===== src/rtl/mult_pkg.sv =====
// Shared constants, state encoding and payload types for the multiplier job sequencer.
package mult_pkg;

  localparam int unsigned OP_W   = 8;
  localparam int unsigned PROD_W = 16;
  localparam int unsigned CNT_W  = 2;

  localparam logic [CNT_W-1:0] CNT_LSB  = 2'b00;
  localparam logic [CNT_W-1:0] CNT_MID0 = 2'b01;
  localparam logic [CNT_W-1:0] CNT_MID1 = 2'b10;
  localparam logic [CNT_W-1:0] CNT_MSB  = 2'b11;

  localparam int unsigned NOMINAL_LATENCY = 5;

  typedef enum logic [2:0] {
    ST_IDLE      = 3'd0,
    ST_ISSUE     = 3'd1,
    ST_RUN       = 3'd2,
    ST_WAIT_DONE = 3'd3,
    ST_HOLD      = 3'd4
  } seq_state_t;

  typedef struct packed {
    logic [OP_W-1:0] a;
    logic [OP_W-1:0] b;
  } op_pair_t;

  // Phase sequence seen by the controller; sticks at the last phase.
  function automatic logic [CNT_W-1:0] next_phase(input logic [CNT_W-1:0] cur);
    case (cur)
      CNT_LSB:  return CNT_MID0;
      CNT_MID0: return CNT_MID1;
      default:  return CNT_MSB;
    endcase
  endfunction

endpackage


===== src/rtl/mult_job_sequencer_if.sv =====
// Operand stream, datapath/controller handshake and result stream of the job sequencer.
interface mult_job_sequencer_if;
  import mult_pkg::*;

  logic              op_valid;
  logic              op_ready;
  logic [OP_W-1:0]   op_a;
  logic [OP_W-1:0]   op_b;
  logic [OP_W-1:0]   dataa;
  logic [OP_W-1:0]   datab;
  logic              start;
  logic [CNT_W-1:0]  count;
  logic              done;
  logic [PROD_W-1:0] product;
  logic              res_valid;
  logic              res_ready;
  logic [PROD_W-1:0] res_product;
  logic              res_err;

  modport master (
    input  op_valid, op_a, op_b, done, product, res_ready,
    output op_ready, dataa, datab, start, count, res_valid, res_product, res_err
  );

  modport slave (
    output op_valid, op_a, op_b, done, product, res_ready,
    input  op_ready, dataa, datab, start, count, res_valid, res_product, res_err
  );

endinterface


===== src/rtl/mult_operand_fifo.sv =====
// Small synchronous FIFO holding queued operand pairs; DEPTH must be a power of two.
module mult_operand_fifo #(
  parameter int unsigned DEPTH = 4,
  parameter int unsigned WIDTH = 16
) (
  input  logic             clk,
  input  logic             reset_a,
  input  logic             push_i,
  input  logic             pop_i,
  input  logic [WIDTH-1:0] wdata_i,
  output logic [WIDTH-1:0] rdata_o,
  output logic             full_o,
  output logic             empty_o
);

  localparam int unsigned AW = $clog2(DEPTH);
  localparam int unsigned CW = $clog2(DEPTH + 1);

  logic [WIDTH-1:0] mem_q [DEPTH];
  logic [AW-1:0]    wr_ptr_q;
  logic [AW-1:0]    rd_ptr_q;
  logic [CW-1:0]    cnt_q;
  logic             do_push;
  logic             do_pop;

  // A push into a full queue is legal when the head leaves in the same cycle.
  assign do_pop  = pop_i && !empty_o;
  assign do_push = push_i && (!full_o || do_pop);
  assign full_o  = (cnt_q == CW'(DEPTH));
  assign empty_o = (cnt_q == '0);
  assign rdata_o = mem_q[rd_ptr_q];

  always_ff @(posedge clk) begin
    if (do_push) mem_q[wr_ptr_q] <= wdata_i;
  end

  always_ff @(posedge clk or negedge reset_a) begin
    if (!reset_a) begin
      wr_ptr_q <= '0;
      rd_ptr_q <= '0;
      cnt_q    <= '0;
    end else begin
      if (do_push) wr_ptr_q <= wr_ptr_q + AW'(1);
      if (do_pop)  rd_ptr_q <= rd_ptr_q + AW'(1);
      case ({do_push, do_pop})
        2'b10:   cnt_q <= cnt_q + CW'(1);
        2'b01:   cnt_q <= cnt_q - CW'(1);
        default: cnt_q <= cnt_q;
      endcase
    end
  end

endmodule


===== src/rtl/mult_job_sequencer.sv =====
// Queues operand pairs, sequences start/count for the multiplier controller,
// retries stalled jobs and returns products on a valid/ready result stream.
module mult_job_sequencer
  import mult_pkg::*;
#(
  parameter int unsigned DEPTH     = 4,
  parameter int unsigned TIMEOUT   = 8,
  parameter int unsigned MAX_RETRY = 2
) (
  input  logic                 clk,
  input  logic                 reset_a,
  mult_job_sequencer_if.master bus
);

  localparam int unsigned TMO_W = $clog2(TIMEOUT + 1);
  localparam int unsigned RTY_W = (MAX_RETRY < 1) ? 1 : $clog2(MAX_RETRY + 1);
  localparam int unsigned PAY_W = $bits(op_pair_t);

  localparam logic [TMO_W-1:0] TMO_LAST = TMO_W'(TIMEOUT - 1);
  localparam logic [TMO_W-1:0] TMO_SAT  = TMO_W'(TIMEOUT);
  localparam logic [RTY_W-1:0] RTY_MAX  = RTY_W'(MAX_RETRY);

  seq_state_t        state_q, state_d;
  logic              start_q, start_d;
  logic [CNT_W-1:0]  count_q, count_d;
  logic [OP_W-1:0]   dataa_q, dataa_d;
  logic [OP_W-1:0]   datab_q, datab_d;
  logic [TMO_W-1:0]  tmo_q, tmo_d;
  logic [RTY_W-1:0]  retry_q, retry_d;
  logic              res_valid_q, res_valid_d;
  logic              res_err_q, res_err_d;
  logic [PROD_W-1:0] res_product_q, res_product_d;

  logic              fifo_push;
  logic              fifo_pop;
  logic              fifo_full;
  logic              fifo_empty;
  op_pair_t          fifo_wdata;
  op_pair_t          fifo_rdata;
  logic [PAY_W-1:0]  fifo_rdata_raw;
  logic              job_end;
  logic              job_fail;

  assign fifo_push  = bus.op_valid && !fifo_full;
  assign fifo_wdata = '{a: bus.op_a, b: bus.op_b};
  assign fifo_rdata = op_pair_t'(fifo_rdata_raw);

  mult_operand_fifo #(
    .DEPTH (DEPTH),
    .WIDTH (PAY_W)
  ) u_fifo (
    .clk     (clk),
    .reset_a (reset_a),
    .push_i  (fifo_push),
    .pop_i   (fifo_pop),
    .wdata_i (fifo_wdata),
    .rdata_o (fifo_rdata_raw),
    .full_o  (fifo_full),
    .empty_o (fifo_empty)
  );

  // Next-state, counters and result register.
  always_comb begin
    state_d       = state_q;
    start_d       = 1'b0;
    count_d       = count_q;
    dataa_d       = dataa_q;
    datab_d       = datab_q;
    tmo_d         = tmo_q;
    retry_d       = retry_q;
    res_valid_d   = res_valid_q && !bus.res_ready;
    res_err_d     = res_err_q;
    res_product_d = res_product_q;
    fifo_pop      = 1'b0;
    job_end       = 1'b0;
    job_fail      = 1'b0;

    case (state_q)
      ST_IDLE: begin
        if (!fifo_empty && (!res_valid_q || bus.res_ready)) state_d = ST_ISSUE;
      end
      ST_ISSUE: begin
        // A re-issue keeps the operands already on the datapath.
        if (retry_q == '0) begin
          fifo_pop = 1'b1;
          dataa_d  = fifo_rdata.a;
          datab_d  = fifo_rdata.b;
        end
        tmo_d   = TMO_W'(1);
        state_d = ST_RUN;
      end
      ST_RUN: begin
        if (tmo_q != TMO_SAT) tmo_d = tmo_q + TMO_W'(1);
        count_d = next_phase(count_q);
        if (bus.done)                 job_end = 1'b1;
        else if (count_q == CNT_MSB)  state_d = ST_WAIT_DONE;
      end
      ST_WAIT_DONE: begin
        if (tmo_q != TMO_SAT) tmo_d = tmo_q + TMO_W'(1);
        if (bus.done) begin
          job_end = 1'b1;
        end else if (tmo_q >= TMO_LAST) begin
          if (retry_q >= RTY_MAX) begin
            job_fail = 1'b1;
          end else begin
            retry_d = retry_q + RTY_W'(1);
            state_d = ST_ISSUE;
          end
        end
      end
      ST_HOLD: begin
        if (!res_valid_q || bus.res_ready) state_d = ST_IDLE;
      end
      default: state_d = ST_IDLE;
    endcase

    // Post a result; chain straight into the next job only if the consumer is ready.
    if (job_end || job_fail) begin
      res_valid_d   = 1'b1;
      res_err_d     = job_fail;
      res_product_d = job_end ? bus.product : '0;
      retry_d       = '0;
      if (!bus.res_ready)   state_d = ST_HOLD;
      else if (!fifo_empty) state_d = ST_ISSUE;
      else                  state_d = ST_IDLE;
    end

    if (state_d == ST_ISSUE) begin
      start_d = 1'b1;
      count_d = CNT_LSB;
    end
  end

  always_ff @(posedge clk or negedge reset_a) begin
    if (!reset_a) begin
      state_q       <= ST_IDLE;
      start_q       <= 1'b0;
      count_q       <= CNT_LSB;
      dataa_q       <= '0;
      datab_q       <= '0;
      tmo_q         <= '0;
      retry_q       <= '0;
      res_valid_q   <= 1'b0;
      res_err_q     <= 1'b0;
      res_product_q <= '0;
    end else begin
      state_q       <= state_d;
      start_q       <= start_d;
      count_q       <= count_d;
      dataa_q       <= dataa_d;
      datab_q       <= datab_d;
      tmo_q         <= tmo_d;
      retry_q       <= retry_d;
      res_valid_q   <= res_valid_d;
      res_err_q     <= res_err_d;
      res_product_q <= res_product_d;
    end
  end

  assign bus.op_ready    = !fifo_full;
  assign bus.dataa       = dataa_q;
  assign bus.datab       = datab_q;
  assign bus.start       = start_q;
  assign bus.count       = count_q;
  assign bus.res_valid   = res_valid_q;
  assign bus.res_product = res_product_q;
  assign bus.res_err     = res_err_q;

endmodule

===== src/flat_wrapper.sv =====
// flat-port wrapper written by rule: the top's interface ports become plain ports
module mult_job_sequencer_flat import mult_pkg::*;
#(
  parameter int unsigned DEPTH     = 4,
  parameter int unsigned TIMEOUT   = 8,
  parameter int unsigned MAX_RETRY = 2
)
  (clk, reset_a, bus_op_valid, bus_op_a, bus_op_b, bus_done, bus_product, bus_res_ready, bus_op_ready, bus_dataa, bus_datab, bus_start, bus_count, bus_res_valid, bus_res_product, bus_res_err);
  mult_job_sequencer_if bus_i ();
  input  logic clk;
  input  logic reset_a;
  input wire logic [$bits(bus_i.op_valid)-1:0] bus_op_valid;
  input wire logic [$bits(bus_i.op_a)-1:0] bus_op_a;
  input wire logic [$bits(bus_i.op_b)-1:0] bus_op_b;
  input wire logic [$bits(bus_i.done)-1:0] bus_done;
  input wire logic [$bits(bus_i.product)-1:0] bus_product;
  input wire logic [$bits(bus_i.res_ready)-1:0] bus_res_ready;
  output wire logic [$bits(bus_i.op_ready)-1:0] bus_op_ready;
  output wire logic [$bits(bus_i.dataa)-1:0] bus_dataa;
  output wire logic [$bits(bus_i.datab)-1:0] bus_datab;
  output wire logic [$bits(bus_i.start)-1:0] bus_start;
  output wire logic [$bits(bus_i.count)-1:0] bus_count;
  output wire logic [$bits(bus_i.res_valid)-1:0] bus_res_valid;
  output wire logic [$bits(bus_i.res_product)-1:0] bus_res_product;
  output wire logic [$bits(bus_i.res_err)-1:0] bus_res_err;
  assign bus_i.op_valid = bus_op_valid;
  assign bus_i.op_a = bus_op_a;
  assign bus_i.op_b = bus_op_b;
  assign bus_i.done = bus_done;
  assign bus_i.product = bus_product;
  assign bus_i.res_ready = bus_res_ready;
  assign bus_op_ready = bus_i.op_ready;
  assign bus_dataa = bus_i.dataa;
  assign bus_datab = bus_i.datab;
  assign bus_start = bus_i.start;
  assign bus_count = bus_i.count;
  assign bus_res_valid = bus_i.res_valid;
  assign bus_res_product = bus_i.res_product;
  assign bus_res_err = bus_i.res_err;
  mult_job_sequencer #(.DEPTH(DEPTH), .TIMEOUT(TIMEOUT), .MAX_RETRY(MAX_RETRY)) u_core (.clk(clk), .reset_a(reset_a), .bus(bus_i));
endmodule

===== config.mk =====
export PLATFORM = sky130hd
export DESIGN_NAME = mult_job_sequencer_flat
export DESIGN_NICKNAME = d
export VERILOG_FILES = /design/src/rtl/mult_pkg.sv /design/src/rtl/mult_job_sequencer_if.sv /design/src/rtl/mult_operand_fifo.sv /design/src/rtl/mult_job_sequencer.sv /design/src/flat_wrapper.sv
export SDC_FILE = /design/constraint.sdc
export NUM_CORES = 1
export LEC_CHECK = 0
export CORE_ASPECT_RATIO = 0.7
export CORE_MARGIN = 10
export CORE_UTILIZATION = 40
export DETAILED_ROUTE_END_ITERATION = 6
export GPL_ROUTABILITY_DRIVEN = 0
export GPL_TIMING_DRIVEN = 0
export SLEW_MARGIN = 20
export SYNTH_ARGS = -nofsm -noshare
export SYNTH_HDL_FRONTEND = slang
export SYNTH_SLANG_ARGS = --single-unit

===== constraint.sdc =====
create_clock -name clk -period 4.93 [get_ports clk]
set_input_delay 0.986 -clock clk [delete_from_list [all_inputs] [get_ports clk]]
set_output_delay 0.986 -clock clk [all_outputs]
set_load 0.005 [all_outputs]

Word level (Yosys, flattened, before mapping). Memories as Yosys holds them, arrays and structs flattened. A register that Yosys moved wholly into a read port is not among the register bits. Index checks and enable logic that the tools add are counted.

Memories kept: 1. RAM bits: 64. Logic and storage cells: 95. Bits of input ports: 37. Output and inout port bits: 38. Register bits after elaboration: 37. Bits in latches: 0. ROM bits: 0.

Shifts and indexed selects: 0. Add/sub/neg operators: 6. Equal/unequal tests: 14. Mux-type cells: 35. Divide/modulo/power cells: 0. Reductions and logical operators: 26. Multiply operators: 0. Bitwise operators: 0. Order comparisons: 2.

Memory list: u_core.u_fifo.mem_q (words 4, width 16, read ports 1, clocked after Yosys merged registers in 1, wr ports 1, RTL line mult_operand_fifo.sv:19) `logic [WIDTH-1:0] mem_q [DEPTH];`.

Operator list (number): 2-to-1 mux 3 bit (9); 2-to-1 mux 16 bit (1); case mux 3 bit (5 select lines) (1); 2-to-1 mux 2 bit (7); 2-to-1 mux 1 bit (13); nonzero test 2 bit (5); case mux 4 bit (2 select lines) (1); adder 2 x 1 -> 2 bit, second input constant (3); equality test 3 x 1 -> 1 bit, second input constant (2); equality test 3 x 2 -> 1 bit, second input constant (2); equality test 3 bit, second input constant (2); zero test 3 bit (2); case mux 3 bit (2 select lines) (1); logical AND 1 bit (5); zero test 1 bit (5); adder 4 x 1 -> 4 bit, second input constant (1); equality test 2 x 1 -> 1 bit, second input constant (2); equality test 2 bit, second input constant (2); greater-or-equal comparator 4 x 3 -> 1 bit, second input constant (1); zero test 2 bit (2); 2-to-1 mux 4 bit (1); inequality test 2 x 1 -> 1 bit, second input constant (2); inequality test 4 bit, second input constant (1); case mux 2 bit (2 select lines) (1); 8 further kinds (11).

Longest topological paths before layout. Gate-level depths: netlist of the first run.

Word-level depth: 9. Depth in mapped cells: 11. Mapped depth without buffers: 10.

Cells and area by module. A second synthesis of the first run with hierarchy kept.

Cell total of the unflattened synthesis: 282. Area, all modules: 4814.6 µm².

Modules (own cells, without submodules): mult_operand_fifo (instances 1, seq. area each 2097.0 µm², cells each 122, area each 2741.4 µm²); mult_job_sequencer (instances 1, seq. area each 1151.1 µm², cells each 160, area each 2073.2 µm²).

Worst setup path after synthesis of the first run. OpenSTA, ideal clock, no wires.

Kind: input -> register. Start: in bus_op_valid. End: reg u_core.u_fifo.cnt_q[2]. Data arrival time: 2.153 ns. Path buffers: 0. Path slack: 2.698 ns. Cell stages on the path: 8. Path through: and2_1 -> inv_1 -> ha_1 -> inv_1 -> fa_1 -> xor2_1 -> nor2_1 -> xor2_1.

Longest elaborated chain between the ends: 4.

RTL lines: start: declaration (RTL line flat_wrapper.sv:12) `input wire logic [$bits(bus_i.op_valid)-1:0] bus_op_valid;`; logical AND 1 bit * (RTL line mult_job_sequencer.sv:44) `assign fifo_push = bus.op_valid && !fifo_full;`; logical AND 1 bit * (RTL line mult_operand_fifo.sv:28) `assign do_push = push_i && (!full_o || do_pop);`; equality test 2 x 1 -> 1 bit or equality test 2 bit (tied branches) (RTL line mult_operand_fifo.sv:45) `case ({do_push, do_pop})`; case mux 3 bit (2 select lines) or nonzero test 2 bit (tied branches); end signal: assignment (RTL line mult_operand_fifo.sv:46) `2'b10: cnt_q <= cnt_q + CW'(1);`; end signal: assignment (RTL line mult_operand_fifo.sv:47) `2'b01: cnt_q <= cnt_q - CW'(1);`; end signal: assignment (RTL line mult_operand_fifo.sv:48) `default: cnt_q <= cnt_q;`; end: declaration (RTL line mult_operand_fifo.sv:22) `logic [CW-1:0] cnt_q;`.

Every way passes the cells marked *; elsewhere a longest branch is shown, timed or not. A chain may end at the register's enable or synchronous reset.

Final worst setup path of the first run.
Start: reg u_core.u_fifo.cnt_q[0]. End: out bus_op_ready.

Longest elaborated chain between the ends: 2.

RTL lines: equality test 3 bit (RTL line mult_operand_fifo.sv:29) `assign full_o = (cnt_q == CW'(DEPTH));`; zero test 1 bit (RTL line mult_job_sequencer.sv:160) `assign bus.op_ready = !fifo_full;`; end: declaration (RTL line flat_wrapper.sv:18) `output wire logic [$bits(bus_i.op_ready)-1:0] bus_op_ready;`.

No other way between the ends.

==> flow_metrics.py, run 1 <==
metrics = {
    "floorplanning": {
        "rows": 33,
        "die_y_um": 111,
        "io_pins": 75,
        "initial_core_util_pct": 40.8,
        "die_area_um2": 16800,
        "die_x_um": 150,
        "coreArea_um2": 11700,
    },
    "synthesis": {
        "syn_nets": 324,
        "syn_inst": 277,
        "ys_seq_area_share_pct": 68.2,
        "synth-seq-cells": 117,
        "mappedNetlistArea_um2": 4770,
        "yosysUniqueCellTypes": 43,
        "yosys_warnings": 0,
        "syn_area_per_cell_um2": 17.2,
    },
    "power": {
        "peakVddDrop_mv": 0.347,
        "power.density_nw_per_um2": 633,
        "report.power.total_w": 0.00399,
        "leakage_nw": 2.50,
    },
    "placed_design": {
        "dp_hpwl_um": 6690,
        "place_ws_ns": 2.10,
        "portBuffers": 74,
        "post-place-cells": 509,
    },
    "route": {
        "num_vias": 2719,
        "ant_nets": 0,
        "first_pass_iters": 4,
        "drtIter0Drc": 187,
        "drt-total-wl_um": 9810,
        "post_drt_wl_per_cell_um": 18.1,
        "drc": 0,
        "viasPerCell": 5.03,
    },
    "sta": {
        "finClkSkew_ns": 0.00907,
        "hold_viol": 0,
        "fin_ws_ns": 2.31,
        "maxSlewViolCount": 0,
        "fin_crit_sh_pct": 53.2,
        "max_slew.worst_pin.slew_ns": 0.904,
        "clock.fmax_mhz": 381,
        "final.setup.tns_ns": 0,
        "finalCriticalPeriod_ns": 2.62,
        "timing.slew.headroom_pct": 39.8,
        "grt_setup_unrepaired": "no",
        "setup_viol": 0,
    },
    "final_layout": {
        "nets": 418,
        "drive_above_1_share_pct": 17.7,
        "seqCellArea_um2": 3250,
        "multi_input_area_um2": 1380,
        "final_cells": 541,
        "syn_to_final_growth_pct": 32.4,
        "fill_cells": 945,
        "utilization_pct": 54.0,
        "diodes": 0,
    },
    "critical_path": {
        "critPathSlowestCell": "clkdlybuf4s50_1",
        "r2r_end": "u_core.u_fifo.cnt_q[2]",
        "path_cells": "inv_1 -> nand3_1 -> clkdlybuf4s50_1",
        "critPathMaxStageDelay_ns": 0.56,
        "criticalPathCategory": "flip-flop to output port",
        "endpoint_kind": "output port",
        "startpoint_type": "flip-flop",
        "r2r_slack_ns": 2.52,
        "critical_path.top_delay_family": "buffers and inverters",
        "crit_end": "bus_op_ready",
        "r2r_start": "u_core.retry_q[1]",
        "critPathLaunch": "u_core.u_fifo.cnt_q[0]",
        "crit_fanout": 6,
        "path_buf_inv": 2,
        "rr_worst_depth": 11,
        "crit_cells": 3,
        "required_ns": 3.94,
        "worstPathArrival_ns": 1.64,
    },
    "global_route": {
        "overflow": 0,
        "grt_pass1_wl_um": 16000,
        "track_usage_pct": 12.4,
        "grt_pass1_vias": 2889,
        "grt_start_max_net_pins": 43,
        "antenna_found_initial": 0,
    },
    "cts": {
        "cts_tree": "yes",
        "h-tree-depth": 4,
        "cts_hold_buf": 0,
        "cts_buffers": 17,
        "post-cts-setup-buffers": 0,
        "clock_latency_ns": 0.41,
        "post_cts_resized": 0,
        "clkTransAtPathRegs_ns": 0.05,
        "root_buffer": "clkbuf_16",
        "cts_sinks": 117,
        "clockBufferDepth": 2,
    },
    "run": {
        "maxCapViolations": 0,
    },
    "min_path": {
        "hold_class": "input pin to async pin",
    },
    "run_status": {
        "status": "completed",
    },
}
-- Yosys cell counts (all sizes together) --
library cell	n	area (um2)
a211oi	1	7.51
a21o	2	15.0
a21oi	7	35.0
a22o	16	140
a311oi	1	8.76
a31oi	1	21.3
a32o	2	20.0
and2	4	25.0
and3	4	25.0
and3b	2	17.5
and4bb	2	25.0
buf	10	88.8
clkbuf	2	7.51
dfrtp	53	1330
edfxtp	64	1920
fa	1	20.0
ha	9	113
inv	11	41.3
mux2	17	221
mux2i	1	10.0
mux4	16	390
nand2	9	33.8
nand2b	3	18.8
nand3	7	35.0
nand3b	2	15.0
nor2	7	26.3
nor2b	1	6.26
nor3	2	10.0
nor3b	1	7.51
o211ai	1	7.51
o21ai	7	35.0
o21bai	1	7.51
o41ai	1	8.76
or2	1	6.26
or3	1	6.26
xnor2	3	26.3
xor2	4	35.0
-- worst min-delay path by stage --
stage | depth (start not counted) | slack [ns] | end
2_1_floorplan | 1 | 0.45 | u_core.retry_q[0]
3_3_place_gp | 1 | 0.48 | u_core.retry_q[0]
3_5_place_dp | 1 | 0.48 | u_core.u_fifo.cnt_q[2]
4_1_cts | 1 | 0.43 | u_core.bus.dataa[3]
5_1_grt | 1 | 0.43 | u_core.bus.datab[4]
6_report | 1 | 0.43 | u_core.bus.dataa[3]
-- worst register-to-register path, cell delays in order (launching register included) --
cell and delay (ns):
dfrtp_1 0.42, inv_1 0.07, ha_1 0.13, and4bb_2 0.21
buf_4 0.19, and2_1 0.22, ha_1 0.22, inv_1 0.07
fa_1 0.38, xor2_1 0.16, nor2_1 0.11, xor2_1 0.15
-- logic make-up (layout without fill, tap and decap cells) --
logic type               Yosys count  in the layout  synth area share (%)
flip-flops                       117            117                  68.2
AND/OR/NAND/NOR                   46             46                  5.41
AO/OA/AOI/OAI                     40             40                  6.43
multiplexers                      34             34                  13.0
buffers and inverters             23            130                  2.89
adder cells (fa/ha/maj)           10             10                  2.78
XOR/XNOR                           7              7                  1.29
-- flip-flops by register name, indices dropped and copies added, names as in the netlist --
signal and cells:
u_core.u_fifo.wr_ptr_q 2, u_core.bus.count 2, u_core.bus.datab 8, u_core.u_fifo.mem_q 64, u_core.tmo_q 4, u_core.bus.res_product 16, u_core.u_fifo.cnt_q 3, u_core.state_q 3
u_core.u_fifo.rd_ptr_q 2, u_core.bus.res_valid 1, u_core.bus.res_err 1, u_core.bus.dataa 8, u_core.bus.start 1, u_core.retry_q 2
-- per-stage QoR --
step	hold WS, ns	area [um2]
floorplan	0.455	4770
global placement	0.481	5700
detailed placement	0.482	5730
CTS	0.427	6310
global route	0.430	6310
finish	0.435	6310
-- layer usage --
| layer | up-vias | share of wire (%) | GRT usage, % |
|---|---|---|---|
| li1 | 1259 | - | - |
| met1 | 1378 | 46 | 16.9 |
| met2 | 74 | 47 | 18.1 |
| met3 | 8 | 6.3 | 4.45 |
| met4 | 0 | 0.66 | 3.68 |
| met5 | - | 0 | 0 |
-- layout by cell type (no fill, tap or decap), types with 3 or more instances in the layout --
cell type / synthesis / routed
mux2_2: 9 / 9
ha_1: 9 / 9
mux4_1: 8 / 8
edfxtp_1: 64 / 64
xor2_1: 4 / 4
buf_4: 2 / 3
dfrtp_1: 53 / 53
buf_6: 3 / 3
nand2_1: 9 / 9
clkdlybuf4s50_1: 0 / 73
inv_1: 11 / 11
nand2b_1: 3 / 3
o21ai_0: 6 / 6
clkbuf_16: 0 / 18
and3_1: 4 / 4
mux4_2: 8 / 8
nand3_1: 7 / 7
and2_1: 4 / 4
xnor2_1: 3 / 3
buf_2: 4 / 4
nor2_1: 7 / 7
mux2_4: 8 / 8
clkbuf_1: 2 / 7
a22o_1: 16 / 16
clkbuf_8: 0 / 8
a21oi_1: 7 / 7
-- cell type report --
class,instances,area share (%)
sequential,117,51.5
clock buffer,31,9.18
buffer,12,1.53
multi-input combinational,137,21.9
clock inverter,1,0.0793
timing repair buffer,75,12.1
tap,157,3.11
inverter,11,0.654
-- power by group --
group / leakage, nW / internal (W) / total [W] / switching [W]
Clock: 0.289 / 0.000780 / 0.00117 / 0.000392
Sequential: 1.24 / 0.00136 / 0.00151 / 0.000153
Combinational: 0.970 / 0.000752 / 0.00131 / 0.000558
(Power assumes the default switching activity.)
==> run 2, diff against run 1 <==
Clock period 4.93 ns to 2.5 ns, I/O delays scaled along.
==> flow_metrics.py, run 2 (same netlist as run 1, synthesis figures left out) <==
metrics = {
    "global_route": {
        "track_usage_pct": 12.4,
        "grt_start_max_net_pins": 43,
        "antenna_found_initial": 0,
        "grt_pass1_wl_um": 16000,
        "grt_pass1_vias": 2892,
        "overflow": 0,
    },
    "critical_path": {
        "criticalPathCategory": "flip-flop to flip-flop",
        "path_cells": "inv_1 -> ha_1 -> and4bb_2 -> buf_6 -> and2_4 -> ha_1 -> inv_1 -> fa_1 -> xor2_1 -> nor2_1 -> xor2_1",
        "critPathSlowestCell": "dfrtp_1",
        "crit_fanout": 8,
        "startpoint_type": "flip-flop",
        "critical_path.top_delay_family": "adder cells",
        "r2r_start": "u_core.retry_q[1]",
        "critPathMaxStageDelay_ns": 0.42,
        "r2r_slack_ns": 0.18,
        "worstPathArrival_ns": 2.64,
        "rr_worst_depth": 11,
        "endpoint_kind": "flip-flop",
        "path_buf_inv": 3,
        "r2r_end": "u_core.u_fifo.cnt_q[2]",
        "required_ns": 2.82,
    },
    "sta": {
        "timing.slew.headroom_pct": 39.8,
        "hold_viol": 0,
        "clock.fmax_mhz": 431,
        "fin_ws_ns": 0.178,
        "setup_viol": 0,
        "whs_ns": 0.491,
        "maxSlewViolCount": 0,
        "max_slew.worst_pin.slew_ns": 0.904,
        "final.setup.tns_ns": 0,
        "grt_setup_unrepaired": "no",
        "fin_crit_sh_pct": 92.9,
        "finalCriticalPeriod_ns": 2.32,
        "finClkSkew_ns": 0.00892,
    },
    "placed_design": {
        "place_ws_ns": 0.111,
        "placed_area_um2": 5730,
        "dp_hpwl_um": 6690,
        "portBuffers": 74,
    },
    "power": {
        "leakage_nw": 2.50,
        "power.density_nw_per_um2": 1250,
        "peakVddDrop_mv": 0.688,
        "report.power.total_w": 0.00789,
    },
    "route": {
        "first_pass_iters": 4,
        "drtIter0Drc": 201,
        "drt-total-wl_um": 9810,
        "post_drt_wl_per_cell_um": 18.1,
        "drc": 0,
        "num_vias": 2715,
        "ant_nets": 0,
        "viasPerCell": 5.01,
    },
    "final_layout": {
        "nets": 419,
        "syn_to_final_growth_pct": 32.8,
        "drive_above_1_share_pct": 17.9,
        "fin_area_um2": 6330,
        "diodes": 0,
        "final_common_cell": "clkdlybuf4s50_1",
        "largest_register_ff_count": 64,
        "final_cell_mix": "clkdlybuf4s50_1, edfxtp_1, dfrtp_1, clkbuf_16, a22o_1",
        "regMostFlops": "u_core.u_fifo.mem_q",
    },
    "floorplanning": {
        "die_area_um2": 16800,
        "coreArea_um2": 11700,
        "initial_core_util_pct": 40.8,
        "die_x_um": 150,
        "die_y_um": 111,
        "rows": 33,
        "io_pins": 75,
    },
    "cts": {
        "clkTransAtPathRegs_ns": 0.05,
        "cts_tree": "yes",
        "clock_latency_ns": 0.40,
        "h-tree-depth": 4,
        "cts_sinks": 117,
        "root_buffer": "clkbuf_16",
        "clockBufferDepth": 2,
        "post-cts-setup-buffers": 0,
        "cts_buffers": 17,
    },
    "min_path": {
        "hold_class": "input pin to async pin",
    },
    "run_status": {
        "status": "completed",
    },
    "run": {
        "maxCapViolations": 0,
    },
}
-- run 2: changes by cell type in the layout (fill, tap and decap cells not counted) --
cell	previous run	this run
dlygate4sd3_1	0	1
and2_4	0	1
buf_4	3	2
and2_1	4	3
buf_6	3	4
-- run 2: per-layer routing --
metal	GRT usage, %	part of all wire [%]
met4	3.68	0.70
met5	0	0
met2	18.1	47
met3	4.45	6.2
met1	16.9	46
-- run 2: what timing repair did --
item,CTS,global route
hold buffers,1,0
setup endpoints to repair,0,1
endpoints found under the hold margin,11,0
resized for setup,0,2
-- run 2: how the worst max path moves through the flow --
stage / endpoint / cells after the start / slack (ns) / startpoint
after floorplan: u_core.u_fifo.cnt_q[2] / 11 / 0.35 / u_core.retry_q[1]
after global placement: u_core.bus.res_product[6] / 1 / -0.90 / reset_a
after detailed placement: u_core.u_fifo.cnt_q[2] / 11 / 0.11 / u_core.retry_q[1]
after CTS: u_core.u_fifo.cnt_q[2] / 11 / 0.06 / u_core.retry_q[1]
after global routing: u_core.u_fifo.cnt_q[2] / 11 / 0.02 / u_core.retry_q[0]
final: u_core.u_fifo.cnt_q[2] / 11 / 0.18 / u_core.retry_q[1]
-- run 2: report_power, final --
part | internal (W) | total (W) | switching [W] | leakage, nW
logic | 0.00149 | 0.00260 | 0.00110 | 0.977
registers | 0.00268 | 0.00299 | 0.000303 | 1.24
clock network | 0.00154 | 0.00231 | 0.000774 | 0.289
-- run 2: layout make-up --
cell class                 count  area [um2]
multi-input combinational    137        1380
inverter                      11        41.3
clock buffer                  31         579
sequential                   117        3250
clock inverter                 1        5.00
timing repair buffer          76         776
fill                         944        5360
tap                          157         196
buffer                        12         100
-- run 2: worst reg2reg max path: cells and delay by family, from the launching register on --
family                   cells  cell delay, ns
adder cells (fa/ha/maj)      3            0.70
AND/OR/NAND/NOR              3            0.51
flip-flops                   1            0.42
buffers and inverters        3            0.29
XOR/XNOR                     2            0.31
-- run 2: metrics by stage --
| step | util (%) | std cells |
|---|---|---|
| floorplan | - | 277 |
| global placement | 48.8 | 508 |
| detailed placement | 49.0 | 509 |
| CTS | 54.1 | 542 |
| global route | 54.2 | 542 |
| finish | 54.2 | 542 |
==> patch, RTL diff (flow settings as in run 2) <==
`dataa_q` no longer has a reset.
--- a/src/rtl/mult_job_sequencer.sv
+++ b/src/rtl/mult_job_sequencer.sv
@@ -136,7 +136,6 @@
       state_q       <= ST_IDLE;
       start_q       <= 1'b0;
       count_q       <= CNT_LSB;
-      dataa_q       <= '0;
       datab_q       <= '0;
       tmo_q         <= '0;
       retry_q       <= '0;
@@ -147,7 +146,6 @@
       state_q       <= state_d;
       start_q       <= start_d;
       count_q       <= count_d;
-      dataa_q       <= dataa_d;
       datab_q       <= datab_d;
       tmo_q         <= tmo_d;
       retry_q       <= retry_d;
@@ -155,6 +153,10 @@
       res_err_q     <= res_err_d;
       res_product_q <= res_product_d;
     end
+  end
+
+  always_ff @(posedge clk) begin
+    dataa_q <= dataa_d;
   end
 
   assign bus.op_ready    = !fifo_full;
Function: differs if reset_a is asserted again (counterexample within 4 cycles, from zero or initial values and one cycle with reset_a low); with reset_a held inactive, the same outputs for 10 cycles.
==> patch against run 2 <==
Area after synthesis decreased by 1.4%; non-clock buffer count increased by 1; sequential cell count unchanged; sequential power about the same; final area decreased by 0.59%; sequential share of layout area increased by 0.96 points; synthesized cell count decreased by 3.2%; global-route usage decreased by 0.61 points; total power decreased by 0.73%; setup slack improved by 72 ps; routed wire length decreased by 5.4%; worst hold slack got worse by 440 ps; largest cell class unchanged.
==> patch: results (changes against run 2) <==
<table>
<tr><th>Metric</th><th>Value</th></tr>
<tr><th colspan="2">Status</th></tr>
<tr><td>Outcome</td><td>completed</td></tr>
<tr><th colspan="2">Yosys</th></tr>
<tr><td>Share of async-settable or async-resettable flops after synthesis</td><td>38.46% (-6.8 points)</td></tr>
<tr><td>Synth top area cells</td><td>sky130_fd_sc_hd__edfxtp_1 46%, sky130_fd_sc_hd__dfrtp_1 24%, sky130_fd_sc_hd__mux4_2 7.7%, sky130_fd_sc_hd__a22o_1 3.0%, sky130_fd_sc_hd__ha_1 2.4%</td></tr>
<tr><td>Commonest cells in the netlist</td><td>72 x sky130_fd_sc_hd__edfxtp_1, 45 x sky130_fd_sc_hd__dfrtp_1, 16 x sky130_fd_sc_hd__a22o_1, 16 x sky130_fd_sc_hd__mux4_2, 11 x sky130_fd_sc_hd__inv_1</td></tr>
<tr><td>Syn Nets</td><td>315 (-2.8%)</td></tr>
<tr><td>Part of the Yosys area used for sequential elements</td><td>70.01% (+1.9 points)</td></tr>
<tr><th colspan="2">Routing</th></tr>
<tr><td>Initial detailed-routing violation count</td><td>135 (-33%)</td></tr>
<tr><td>Total vias in the final route</td><td>2600 (-4.2%)</td></tr>
<tr><td>Routed wire length</td><td>9.273 mm (-5.4%)</td></tr>
<tr><th colspan="2">Worst setup path</th></tr>
<tr><td>Maximum fanout along the worst path</td><td>6 (-2)</td></tr>
<tr><td>Critical-path top delay cell</td><td>sky130_fd_sc_hd__dfrtp_2</td></tr>
<tr><td>Register-to-register path setup slack</td><td>250 ps (+70 ps)</td></tr>
<tr><th colspan="2">Finish</th></tr>
<tr><td>NumNets Final</td><td>412 (-1.7%)</td></tr>
<tr><td>Fill cell total of the finished layout</td><td>918 (-2.8%)</td></tr>
<tr><th colspan="2">Global route</th></tr>
<tr><td>Total routing resource utilization after global routing</td><td>11.79% (-0.61 points)</td></tr>
<tr><td>Maximum number of pins on one net before global-route repair</td><td>27 (-37%)</td></tr>
<tr><td>First-pass GRT wire length</td><td>15.02 mm (-6.4%)</td></tr>
<tr><td>Initial antenna violation count</td><td>1 (+1)</td></tr>
<tr><th colspan="2">STA</th></tr>
<tr><td>Maximum clock skew at final layout</td><td>9.252 ps (+0.3290 ps)</td></tr>
<tr><td>Slew @ Worst Pin</td><td>940.9 ps (+37.23 ps)</td></tr>
<tr><td>Fin crit period</td><td>2250 ps (-71.50 ps)</td></tr>
<tr><th colspan="2">Placement</th></tr>
<tr><td>DP Area</td><td>0.005649 mm2 (-1.4%)</td></tr>
<tr><th colspan="2">Pwr</th></tr>
<tr><td>Static Leakage</td><td>2.425 nW (-3.1%)</td></tr>
<tr><td>Worst vdd rail ir drop</td><td>0.0006261 V (-8.9%)</td></tr>
<tr><td>Net Switching</td><td>2.123 mW (-2.6%)</td></tr>
</table>
==> patch: changes by cell type after synthesis, moves of 2 or more <==
cell,before,now
sky130_fd_sc_hd__nand2_2,0,2
sky130_fd_sc_hd__mux4_2,8,16
sky130_fd_sc_hd__buf_6,3,7
sky130_fd_sc_hd__dfrtp_1,53,45
sky130_fd_sc_hd__edfxtp_1,64,72
sky130_fd_sc_hd__and4bb_2,2,0
sky130_fd_sc_hd__mux2_4,8,0
sky130_fd_sc_hd__mux4_1,8,0
sky130_fd_sc_hd__nand2_1,9,7
sky130_fd_sc_hd__buf_2,4,2
==> patch: cell families (layout without fill, tap and decap cells) <==
kind of cell | Yosys count | after routing | synth area share [%]
multiplexers | 26 | 26 | 10.04
XOR/XNOR | 7 | 7 | 1.465
buffers and inverters | 22 | 132 | 3.010
adder cells (fa/ha/maj) | 10 | 10 | 2.824
AO/OA/AOI/OAI | 40 | 40 | 6.846
AND/OR/NAND/NOR | 46 | 46 | 5.808
flip-flops | 117 | 117 | 70.01
==> patch: layout make-up <==
cell class	count	area, um2	share of cell area, %
Buffer	11	108.9	1.730
Timing Repair Buffer	78	778.2	12.37
Clock buffer	25	518.0	8.234
Sequential cell	117	3289	52.29
Inverter	11	41.29	0.6563
Multi-Input combinational cell	129	1267	20.15
Clock inverter	7	91.34	1.452
Tap cell	157	196.4	3.123
==> patch: critical path, delay by kind of cell (launching register included) <==
| kind | cells | cell delay (ps) |
|---|---|---|
| AND/OR/NAND/NOR | 3 | 500 |
| adder cells (fa/ha/maj) | 3 | 680 |
| flip-flops | 1 | 440 |
| buffers and inverters | 3 | 250 |
| XOR/XNOR | 2 | 290 |
==> patch: per-stage QoR <==
stage | hold WS [ps] | instances | setup TNS [ps] | setup slack (ps) | util [%]
final | 52.85 | 535 | 0 | 249.7 | 54.22
after global routing | 63.42 | 535 | 0 | 91.10 | 54.22
after CTS | 49.74 | 532 | 0 | 96.08 | 53.94
after detailed placement | 481.2 | 500 | 0 | 123.6 | 48.69
after global placement | 475.0 | 499 | -17740 | -399.0 | 48.56
after floorplan | 204.4 | 268 | 0 | 358.2 | -
==> patch: power by group through the flow <==
| stage | clock, mW | combinational [mW] | sequential (mW) |
|---|---|---|---|
| finish | 2.43 | 2.43 | 2.98 |
| global route | 2.56 | 2.67 | 3.06 |
| CTS | 2.49 | 2.45 | 2.99 |
| detailed placement | 0 | 2.44 | 3.02 |
| global placement | 0 | 2.40 | 2.99 |
| floorplan | 0 | 1.42 | 2.98 |
==> patch: per-layer routing <==
metal / up-vias / wire length [um] / GRT usage [%]
met4: 2 / 77 / 5.479
met2: 55 / 4511 / 17.61
li1: 1222 / - / -
met5: - / 13 / 0
met1: 1315 / 4232 / 15.20
met3: 6 / 438 / 3.793
